$ cat config.mk
export PLATFORM = sky130hd
export DESIGN_NAME = fft_frame_sequencer
export DESIGN_NICKNAME = d
export VERILOG_FILES = /design/src/rtl/fft_seq_pkg.sv /design/src/rtl/frame_pingpong_buf.sv /design/src/rtl/fft_frame_sequencer.sv
export SDC_FILE = /design/constraint.sdc
export NUM_CORES = 2
export LEC_CHECK = 0
export BUFFER_PORTS_ARGS = -buffer_cell sky130_fd_sc_hd__buf_2
export CAP_MARGIN = 20
export CELL_PAD_IN_SITES_DETAIL_PLACEMENT = 1
export CELL_PAD_IN_SITES_GLOBAL_PLACEMENT = 2
export CORE_AREA = 2 2 463 465
export CTS_CLUSTER_SIZE = 28
export DETAILED_ROUTE_END_ITERATION = 8
export DIE_AREA = 0 0 465 467
export PLACE_DENSITY = 0.57
export SYNTH_ARGS = -nofsm -noshare
export SYNTH_HDL_FRONTEND = slang
export SYNTH_SLANG_ARGS = --single-unit
$ cat constraint.sdc
create_clock -name Clk -period 5.35 [get_ports Clk]
set_input_delay 1.3375 -clock Clk [delete_from_list [all_inputs] [get_ports Clk]]
set_output_delay 1.3375 -clock Clk [all_outputs]
set_load 0.01 [all_outputs]
$ cat src/rtl/fft_seq_pkg.sv
// Shared frame geometry, FSM state encoding and ping-pong buffer select for the FFT frame sequencer.
package fft_seq_pkg;
  localparam int N_POINTS = 16;
  localparam int SAMPLE_W = 24;
  localparam int PTR_W    = $clog2(N_POINTS);
  localparam int FRAME_W  = N_POINTS * SAMPLE_W;

  typedef enum logic [2:0] {
    IDLE,
    LOAD,
    START,
    WAIT_DONE,
    CAPTURE
  } seq_state_t;

  typedef enum logic {
    BUF_A = 1'b0,
    BUF_B = 1'b1
  } buf_sel_t;

  function automatic buf_sel_t other_buf(input buf_sel_t s);
    return (s == BUF_A) ? BUF_B : BUF_A;
  endfunction
endpackage

$ cat src/rtl/frame_pingpong_buf.sv
// Ping-pong frame collector: two N_POINTS-sample buffers, oldest-full-first read side.
// Latency: buffer marked full on the edge that writes its last sample; frame readable next cycle.
// Backpressure: none upstream; samples arriving while the fill buffer is still full are dropped and counted.
import fft_seq_pkg::*;

module frame_pingpong_buf (
  input  logic                clk,
  input  logic                rst_n,
  input  logic                enable,
  input  logic                sample_vld,
  input  logic [SAMPLE_W-1:0] sample_dat,
  input  logic                free_vld,
  output logic                rd_vld,
  output logic [FRAME_W-1:0]  rd_dat,
  output logic [15:0]         overflow_count
);
  logic [SAMPLE_W-1:0] mem [2][N_POINTS];
  logic [1:0]          full;
  logic [PTR_W-1:0]    ptr;
  buf_sel_t            fill_sel;
  buf_sel_t            rd_sel;
  logic                wr_en;
  logic                drop;

  assign wr_en  = enable && sample_vld && !full[fill_sel];
  assign drop   = enable && sample_vld &&  full[fill_sel];
  assign rd_vld = |full;

  // fill_sel always points at the buffer completed least recently, so if it is
  // still full it holds the older of two frames; otherwise the other one is the only full frame.
  assign rd_sel = full[fill_sel] ? fill_sel : other_buf(fill_sel);

  always_ff @(posedge clk or negedge rst_n) begin
    if (!rst_n) begin
      full           <= '0;
      ptr            <= '0;
      fill_sel       <= BUF_A;
      overflow_count <= '0;
    end else begin
      if (free_vld)
        full[rd_sel] <= 1'b0;
      if (!enable) begin
        ptr <= '0;
      end else if (wr_en) begin
        if (ptr == PTR_W'(N_POINTS - 1)) begin
          full[fill_sel] <= 1'b1;
          ptr            <= '0;
          fill_sel       <= other_buf(fill_sel);
        end else begin
          ptr <= ptr + 1'b1;
        end
      end
      if (drop && overflow_count != 16'hFFFF)
        overflow_count <= overflow_count + 1'b1;
    end
  end

  always_ff @(posedge clk) begin
    if (wr_en)
      mem[fill_sel][ptr] <= sample_dat;
  end

  always_comb begin
    rd_dat = '0;
    for (int k = 0; k < N_POINTS; k++)
      rd_dat[k*SAMPLE_W +: SAMPLE_W] = mem[rd_sel][k];
  end
endmodule

$ cat src/rtl/fft_frame_sequencer.sv
// Feeds full audio frames to the 16-point FFT and latches its bins; optional watchdog via FFT_WATCHDOG_EN.
// Latency: fft_start 2 cycles after the last frame sample is written; bins_out 1 cycle after fft_done.
// Backpressure: one frame in flight; up to two frames queued, further samples dropped and counted.
import fft_seq_pkg::*;

module fft_frame_sequencer #(
  parameter int TIMEOUT_CYC = 4096
) (
  input  logic                Clk,
  input  logic                Reset_n,
  input  logic                enable,
  input  logic                sample_valid,
  input  logic [SAMPLE_W-1:0] sample_data,
  output logic [FRAME_W-1:0]  fft_samples,
  output logic                fft_start,
  input  logic                fft_done,
  input  logic [FRAME_W-1:0]  fft_bins,
  output logic [FRAME_W-1:0]  bins_out,
  output logic                bins_valid,
  output logic                busy,
  output logic [15:0]         overflow_count,
  output logic                fft_error
);
  seq_state_t         state;
  logic               rd_vld;
  logic [FRAME_W-1:0] rd_dat;
  logic               wd_expire;

  frame_pingpong_buf u_buf (
    .clk            (Clk),
    .rst_n          (Reset_n),
    .enable         (enable),
    .sample_vld     (sample_valid),
    .sample_dat     (sample_data),
    .free_vld       (state == LOAD),
    .rd_vld         (rd_vld),
    .rd_dat         (rd_dat),
    .overflow_count (overflow_count)
  );

  assign busy = (state != IDLE);

  always_ff @(posedge Clk or negedge Reset_n) begin
    if (!Reset_n) begin
      state       <= IDLE;
      fft_samples <= '0;
      fft_start   <= 1'b0;
      bins_out    <= '0;
      bins_valid  <= 1'b0;
    end else begin
      fft_start  <= 1'b0;
      bins_valid <= 1'b0;
      case (state)
        IDLE:      if (enable && rd_vld) state <= LOAD;
        LOAD: begin
          fft_samples <= rd_dat;
          fft_start   <= 1'b1;
          state       <= START;
        end
        START:     state <= WAIT_DONE;
        WAIT_DONE: begin
          if (fft_done)       state <= CAPTURE;
          else if (wd_expire) state <= IDLE;
        end
        CAPTURE: begin
          bins_out   <= fft_bins;
          bins_valid <= 1'b1;
          state      <= IDLE;
        end
        default:   state <= IDLE;
      endcase
    end
  end

`ifdef FFT_WATCHDOG_EN
  localparam int WD_W = $clog2(TIMEOUT_CYC + 1);
  logic [WD_W-1:0] wd_cnt;

  assign wd_expire = (wd_cnt == WD_W'(TIMEOUT_CYC - 1));

  always_ff @(posedge Clk or negedge Reset_n) begin
    if (!Reset_n) begin
      wd_cnt    <= '0;
      fft_error <= 1'b0;
    end else if (state == WAIT_DONE) begin
      wd_cnt <= wd_cnt + 1'b1;
      if (wd_expire && !fft_done)
        fft_error <= 1'b1;
    end else begin
      wd_cnt <= '0;
    end
  end
`else
  // Watchdog absent: the comparison is constant false, WAIT_DONE waits forever.
  assign wd_expire = (TIMEOUT_CYC < 0);
  assign fft_error = 1'b0;
`endif
endmodule
After elaboration in Yosys (flattened, before gate mapping)
Memory sizes are Yosys's and may differ from the RTL's. A register that Yosys moved wholly into a read port is not among the register bits.
Index checks and enable logic that the tools add are counted.
Operators by class
  add/subtract/negate cells: 2
  order comparisons: 6
  equal/unequal tests: 9
  muxes and demuxes: 24
  bitwise logic cells: 4
  reduce and logical (&&, ||, !) cells: 15
Operator list (number)
  384-bit two-way mux: 1
  24-bit demux with 4-bit select: 1
  24-bit two-way mux: 1
  16-bit by 1-bit adder with 16-bit output, second input constant: 1
  16-bit inequality test, second input constant: 1
  4-bit two-way mux: 3
  3-bit case mux with 4 select lines: 1
  1-bit two-way mux: 9
  1-bit logical AND: 8
  2-bit two-way mux: 4
  3-bit by 2-bit == test with 1-bit output, second input constant: 2
  3-bit two-way mux: 2
  5-bit >= comparator, second input constant: 1
  5-bit by 1-bit < comparator with 1-bit output, second input constant: 1
  4-bit NOT with 5-bit output: 1
  4-bit by 1-bit adder with 4-bit output, second input constant: 1
  4-bit == test, second input constant: 1
  1-bit by 2-bit < comparator with 1-bit output, second input constant: 2
  2-bit inequality test, second input constant: 2
  3-bit by 1-bit == test with 1-bit output, second input constant: 1
  3-bit == test, second input constant: 1
  3-bit zero test: 1
  3-bit AND reduction: 1
  3-bit nonzero test: 1
  9 further kinds: 12
Storage, ports and cells
  bits in registers: 412
  RAM bits: 768
  input port bits: 413
  output and inout port bits: 788
  word-level logic and storage cells: 69
  memories kept: 1
Memory list
  u_buf.mem: words 2, bits a word 384, read ports 1, clocked after memory_dff 1, write ports 1, line frame_pingpong_buf.sv:17  | logic [SAMPLE_W-1:0] mem [2][N_POINTS];

Depth between registers and ports, before layout
  depth in word-level cells: 14
  depth in mapped cells: 8
  depth with buffers taken out: 5

Cells and area by module
From an unflattened synthesis, not the netlist that was laid out.
Unflattened totals
  cell total of the unflattened synthesis: 3000
  area, all modules: 59683.5 µm²
Modules (own cells, without submodules)
  frame_pingpong_buf: instances 1, cells each 1361, area each 30712.0 µm², seq. area each 23637.7 µm²
  fft_frame_sequencer: instances 1, cells each 1639, area each 28971.5 µm², seq. area each 19343.6 µm²

Least setup slack after synthesis
Ideal clock, no wire load.
  path kind: input to register
  start: input port sample_valid
  end: memory u_buf.mem[0][72] in the netlist's numbering (enable)
  setup time: 0.435 ns
  data arrival time: 3.559 ns
  data required time: 4.915 ns
  path slack: 1.356 ns
  stages: 4
  path buffers: 0
  cell sequence: nand2_1 -> nor2_1 -> nand2_1 -> nor3_1
Between the ends
  word-level cells in the longest chain between the ends: 4
Ends and longest elaborated chain
  start: declaration: line fft_frame_sequencer.sv:12  | input logic sample_valid,
  1-bit logical AND (2 in series): line frame_pingpong_buf.sv:25  | assign wr_en = enable && sample_vld && !full[fill_sel];
  1-bit two-way mux: line frame_pingpong_buf.sv:59  | if (wr_en)
  384-bit two-way mux (implied by the code): line frame_pingpong_buf.sv:60  | mem[fill_sel][ptr] <= sample_dat;
  end: declaration: line frame_pingpong_buf.sv:17
No other way between the ends.

Final worst setup path
  start: input port enable
  end: memory u_buf.mem[1][123] in the netlist's numbering (enable)
Between the ends
  word-level cells in the longest chain between the ends: 4
Ends and longest elaborated chain
  start: declaration: line fft_frame_sequencer.sv:11  | input logic enable,
  1-bit logical AND (2 in series): line frame_pingpong_buf.sv:25
  1-bit two-way mux: line frame_pingpong_buf.sv:59
  384-bit two-way mux (implied by the code): line frame_pingpong_buf.sv:60
No other way between the ends.

==> impl.org <==
** Detailed routing
- The detailed router placed between 30000 and 40000 vias in this run.
- In the routed layout, each cell is associated on average with a via count of 4.696.
- Routed wire length :: ~250000 um
- Starting DRT DRC Count :: 2677
- The first detailed-routing pass ran for 6 iterations.
- After detailed routing, the number of remaining DRC violations is 0.
- The detail route stage leaves a number of antenna-violating nets equal to 0.
- Average wire per standard cell :: 31.19 um

** Power
- Share of total power in sequential cells :: 0.440
- Summed over all cells, the static leakage comes to 29.10 nW.
- Across the VDD grid, the largest voltage drop is 583.5 uV.
- Of the total power, combinational logic draws 0.258.
- Switching portion of total power :: 0.3472
- Share of power burned in the clock network :: 0.302
- Dividing total power by cell area gives a power density of 575.9 nW/um^2.
- Int Power :: between 20 and 30 mW
- Net switching power :: 14.30 mW
- Design Power :: around 40 mW

** Timing
- The count of pins over their slew limit was 0.
- Maximum operating frequency :: 0.3035 GHz
- In this run the tightest slew margin relative to its limit is 0.2550.
- Setup repair after global routing left no endpoint under its margin.
- After layout, the minimum clock period comes to 3294 ps.
- Slew at the pin closest to its max-slew limit :: 1117 ps
- The count of endpoints failing hold in the final timing report came to 0.
- Dividing the final minimum period by the clock period gives 0.6158.
- For the final database, setup skew stands at 52.29 ps.
- Setup TNS :: 0 ps
- Endpoints failing setup :: 0

** Critical path
- In this run the worst path has a maximum fanout of 13.
- Ordered cell list for the critical path :: buf_2, nand2_1, nor2_1, nand2_1, nor2_2, buf_4
- At the worst endpoint, the arrival time is about 3800 ps.
- Reg2reg setup slack :: 2090 ps
- The number of cells on the worst reg-to-reg path is 5.
- Kind of critical path :: input port to register
- Startpoint Class :: input port
- The largest individual stage delay along the critical path comes from the cell sky130_fd_sc_hd__nor2_2.
- Critical path capture point :: u_buf.mem[1][123]
- Endpoint required time on the critical path :: 5860 ps
- The worst setup path is captured at a register.
- For this run, the slowest stage of the critical path takes 770 ps.
- By instance count, the cell type seen most on the critical path is sky130_fd_sc_hd__nand2_1.
- Critical register-to-register path endpoint :: u_buf.mem[1][123]
- Origin of the critical flop-to-flop path :: u_buf.full[0]
- The most critical setup path has its startpoint at enable.

** Yosys
- Counting every net in the synthesized netlist gives 4266.
- Of the post-synthesis cell area, the dominant cell type holds 0.4123.
- In this run, synthesis inferred 768 flip-flops with an integrated enable.
- Post-synthesis cell count :: 3848
- Synthesized area :: 55930 um^2
- Largest cells by area after synthesis :: sky130_fd_sc_hd__edfxtp_1, sky130_fd_sc_hd__dfrtp_1, sky130_fd_sc_hd__mux2_2
- Dividing the synthesized area by the synthesized cell count gives 14.54 um^2.
- FFs w/ async S/R, synth :: 0.5090
- Sequential share of the synthesized area :: 0.7684
- Cell type with the highest aggregate area in the netlist :: sky130_fd_sc_hd__edfxtp_1
- For this run, the number of Yosys warnings is 0.
- Yosys mapped the design onto 39 distinct sky130hd cell types.
- Number of synthesized register bits :: about 1600
- Predominant post-synthesis flop cell :: sky130_fd_sc_hd__dfrtp_1

** Floorplan
- Die Wd :: 465 um
- Floorplan Core Area :: 211700 um^2
- In this run the count of I/O pins placed on the die edge is ~1200.
- In this run the core area contains 169 standard-cell rows.
- Height of the die :: 467 um
- Die outline area :: 217200 um^2
- Starting utilization of the core area :: 0.2643

** Flow run
- Maxcap violations :: 0

** Clock tree
- CTS H-Tree Depth :: 4
- In this run, CTS created clock tree buffers numbering 179.
- No sink is reached through more buffers than the 3 on the longest clock path.
- Clock-pin slew was measured on the worst setup and hold paths at 60 ps.
- For this design, the sink count on the clock tree is 1564.
- The tree is rooted in a sky130_fd_sc_hd__clkbuf_16.
- CTS resizes :: 0
- The number of setup buffers added after CTS is 0.
- CTS tree :: built
- At the later pin of the worst-skew pair, clock insertion delay measures 820 ps.
- Number of hold buffers added after cts :: 0

** Final layout
- Net count of the finished layout :: 5509
- Layout cells sized above 1 :: 0.3761
- Synth-to-layout area growth :: 27.86%

** Placement
- Weighted congestion at the end of routability-driven global placement :: 0.8945
- Detailed placement ended at an HPWL of 181400 um.
- Buffers on Ports :: approximately 1200

** GRT
- Entering global routing, the biggest net connects ~210 pins.
- Initial antenna violation count :: 228
- Wire length of the first global-routing pass :: between 300000 and 400000 um
- Residual overflow from global routing :: 0
- Via count of the first global-routing pass :: 38330
- For this run, the total global-route usage over all layers was measured as 0.2266.

** Worst hold path
- The min-delay analysis places its worst path in the category register to register.
- Min-Delay Path Depth :: 1

** Status
- Run status :: complete, no violations
metrics by stage:
| step | util | cell area, um^2 | cells | worst slack (ps) | hold slack (ps) |
|---|---|---|---|---|---|
| final | 0.3379 | 71520 | 8110 | 2056 | 500.3 |
| after floorplan | - | 55930 | 3848 | 1356 | 470.1 |
| after global placement | 0.3093 | 65470 | 7730 | 1309 | 484.3 |
| after CTS | 0.3374 | 71410 | 8067 | 2036 | 503.8 |
| after detailed placement | 0.3093 | 65480 | 7731 | 1196 | 489.7 |
| after global routing | 0.3376 | 71450 | 8082 | 1887 | 515.8 |
critical path: cells and delay by family:
family / cells / cell delay [ps]
AND/OR/NAND/NOR: 4 / 1930
buffers and inverters: 2 / 510
kinds of logic after synthesis:
| logic type | after synthesis | share of synthesized area |
|---|---|---|
| flops | 1564 | 0.7684 |
| simple gates | 1254 | 0.08688 |
| compound gates | 394 | 0.04407 |
| mux | 387 | 0.07789 |
| buf+inv | 225 | 0.01870 |
| xor+xnor | 18 | 0.002819 |
| fa+ha+maj | 5 | 0.001118 |
| other cells | 1 | 0.00006705 |
flip-flops by register name, indices dropped and copies added (netlist names):
name and cells:
bins_out 384, u_buf.ptr 4, fft_start 1, fft_samples 384
u_buf.fill_sel 1, u_buf.mem 768, u_buf.full 2, u_buf.overflow_count 16
bins_valid 1, state 3
layout make-up:
type / count / area [um^2]
Clock buffer: 264 / 5061
Fill cell: 22570 / 140100
Tap cell: 2821 / 3530
Inverter: 4 / 15.01
Sequential cell: 1564 / 42980
Timing Repair Buffer: 1283 / 6909
Multi-Input combinational cell: 2059 / 12040
Antenna cell: 43 / 107.6
Clock inverter: 72 / 873.3
worst min-delay path by stage:
stage                  start            end  slack [ps]
2_1_floorplan       state[2]       state[2]         470
3_3_place_gp   bins_out[101]  bins_out[101]         480
3_5_place_dp   bins_out[335]  bins_out[335]         490
4_1_cts        bins_out[335]  bins_out[335]         500
5_1_grt        bins_out[158]  bins_out[158]         520
6_report       bins_out[335]  bins_out[335]         500
cells in the mapped netlist (4+ instances only):
cell type / number
sky130_fd_sc_hd__dfrtp_1: 796
sky130_fd_sc_hd__nand2_1: 783
sky130_fd_sc_hd__edfxtp_1: 768
sky130_fd_sc_hd__nor2_1: 420
sky130_fd_sc_hd__mux2_2: 386
sky130_fd_sc_hd__a31oi_1: 384
sky130_fd_sc_hd__buf_2: 155
sky130_fd_sc_hd__clkbuf_1: 52
sky130_fd_sc_hd__buf_1: 12
sky130_fd_sc_hd__xor2_1: 11
sky130_fd_sc_hd__nand3_1: 10
sky130_fd_sc_hd__nor3_1: 9
sky130_fd_sc_hd__xnor2_1: 7
sky130_fd_sc_hd__ha_1: 5
sky130_fd_sc_hd__nand4_1: 5
sky130_fd_sc_hd__nor3b_1: 5
sky130_fd_sc_hd__and2_1: 4
sky130_fd_sc_hd__inv_1: 4
sky130_fd_sc_hd__nor4_1: 4
sky130_fd_sc_hd__o21ai_0: 4
cells in the final DEF (no fill, tap or decap), types with 4 or more instances in the layout:
cell type                    count
sky130_fd_sc_hd__buf_2        1196
sky130_fd_sc_hd__dfrtp_1       796
sky130_fd_sc_hd__nand2_1       783
sky130_fd_sc_hd__edfxtp_1      768
sky130_fd_sc_hd__nor2_1        393
sky130_fd_sc_hd__mux2_2        386
sky130_fd_sc_hd__a31oi_1       384
sky130_fd_sc_hd__clkbuf_16     181
sky130_fd_sc_hd__buf_4          65
sky130_fd_sc_hd__clkbuf_1       61
sky130_fd_sc_hd__diode_2        43
sky130_fd_sc_hd__nor2_2         24
sky130_fd_sc_hd__clkbuf_8       22
sky130_fd_sc_hd__clkinv_2       21
sky130_fd_sc_hd__buf_12         21
sky130_fd_sc_hd__clkinv_1       15
sky130_fd_sc_hd__xor2_1         11
sky130_fd_sc_hd__bufinv_16      11
sky130_fd_sc_hd__nand3_1        10
sky130_fd_sc_hd__clkinvlp_4      9
sky130_fd_sc_hd__xnor2_1         7
sky130_fd_sc_hd__nand4_1         5
sky130_fd_sc_hd__nor3_1          5
sky130_fd_sc_hd__ha_1            5
sky130_fd_sc_hd__clkinv_16       5
sky130_fd_sc_hd__nor3_2          4
sky130_fd_sc_hd__inv_1           4
sky130_fd_sc_hd__o21ai_0         4
sky130_fd_sc_hd__nor3b_1         4
sky130_fd_sc_hd__inv_16          4
power groups by stage:
stage / logic [mW] / registers, mW / clock network, mW
6_report: 10.6 / 18.1 / 12.4
5_1_grt: 11.6 / 18.4 / 13.2
4_1_cts: 10.8 / 18.2 / 12.8
3_5_place_dp: 10.8 / 18.4 / 0
3_3_place_gp: 10.7 / 18.3 / 0
2_1_floorplan: 3.75 / 18.5 / 0
metal layers:
layer | vias up | wire length [um] | GRT usage
li1 | 16190 | - | -
met1 | 19800 | 99300 | 0.2745
met2 | 1518 | 125800 | 0.3950
met3 | 563 | 18940 | 0.06182
met4 | 6 | 8838 | 0.06051
met5 | - | 38 | 0
Power figures use the tool's default switching activity.
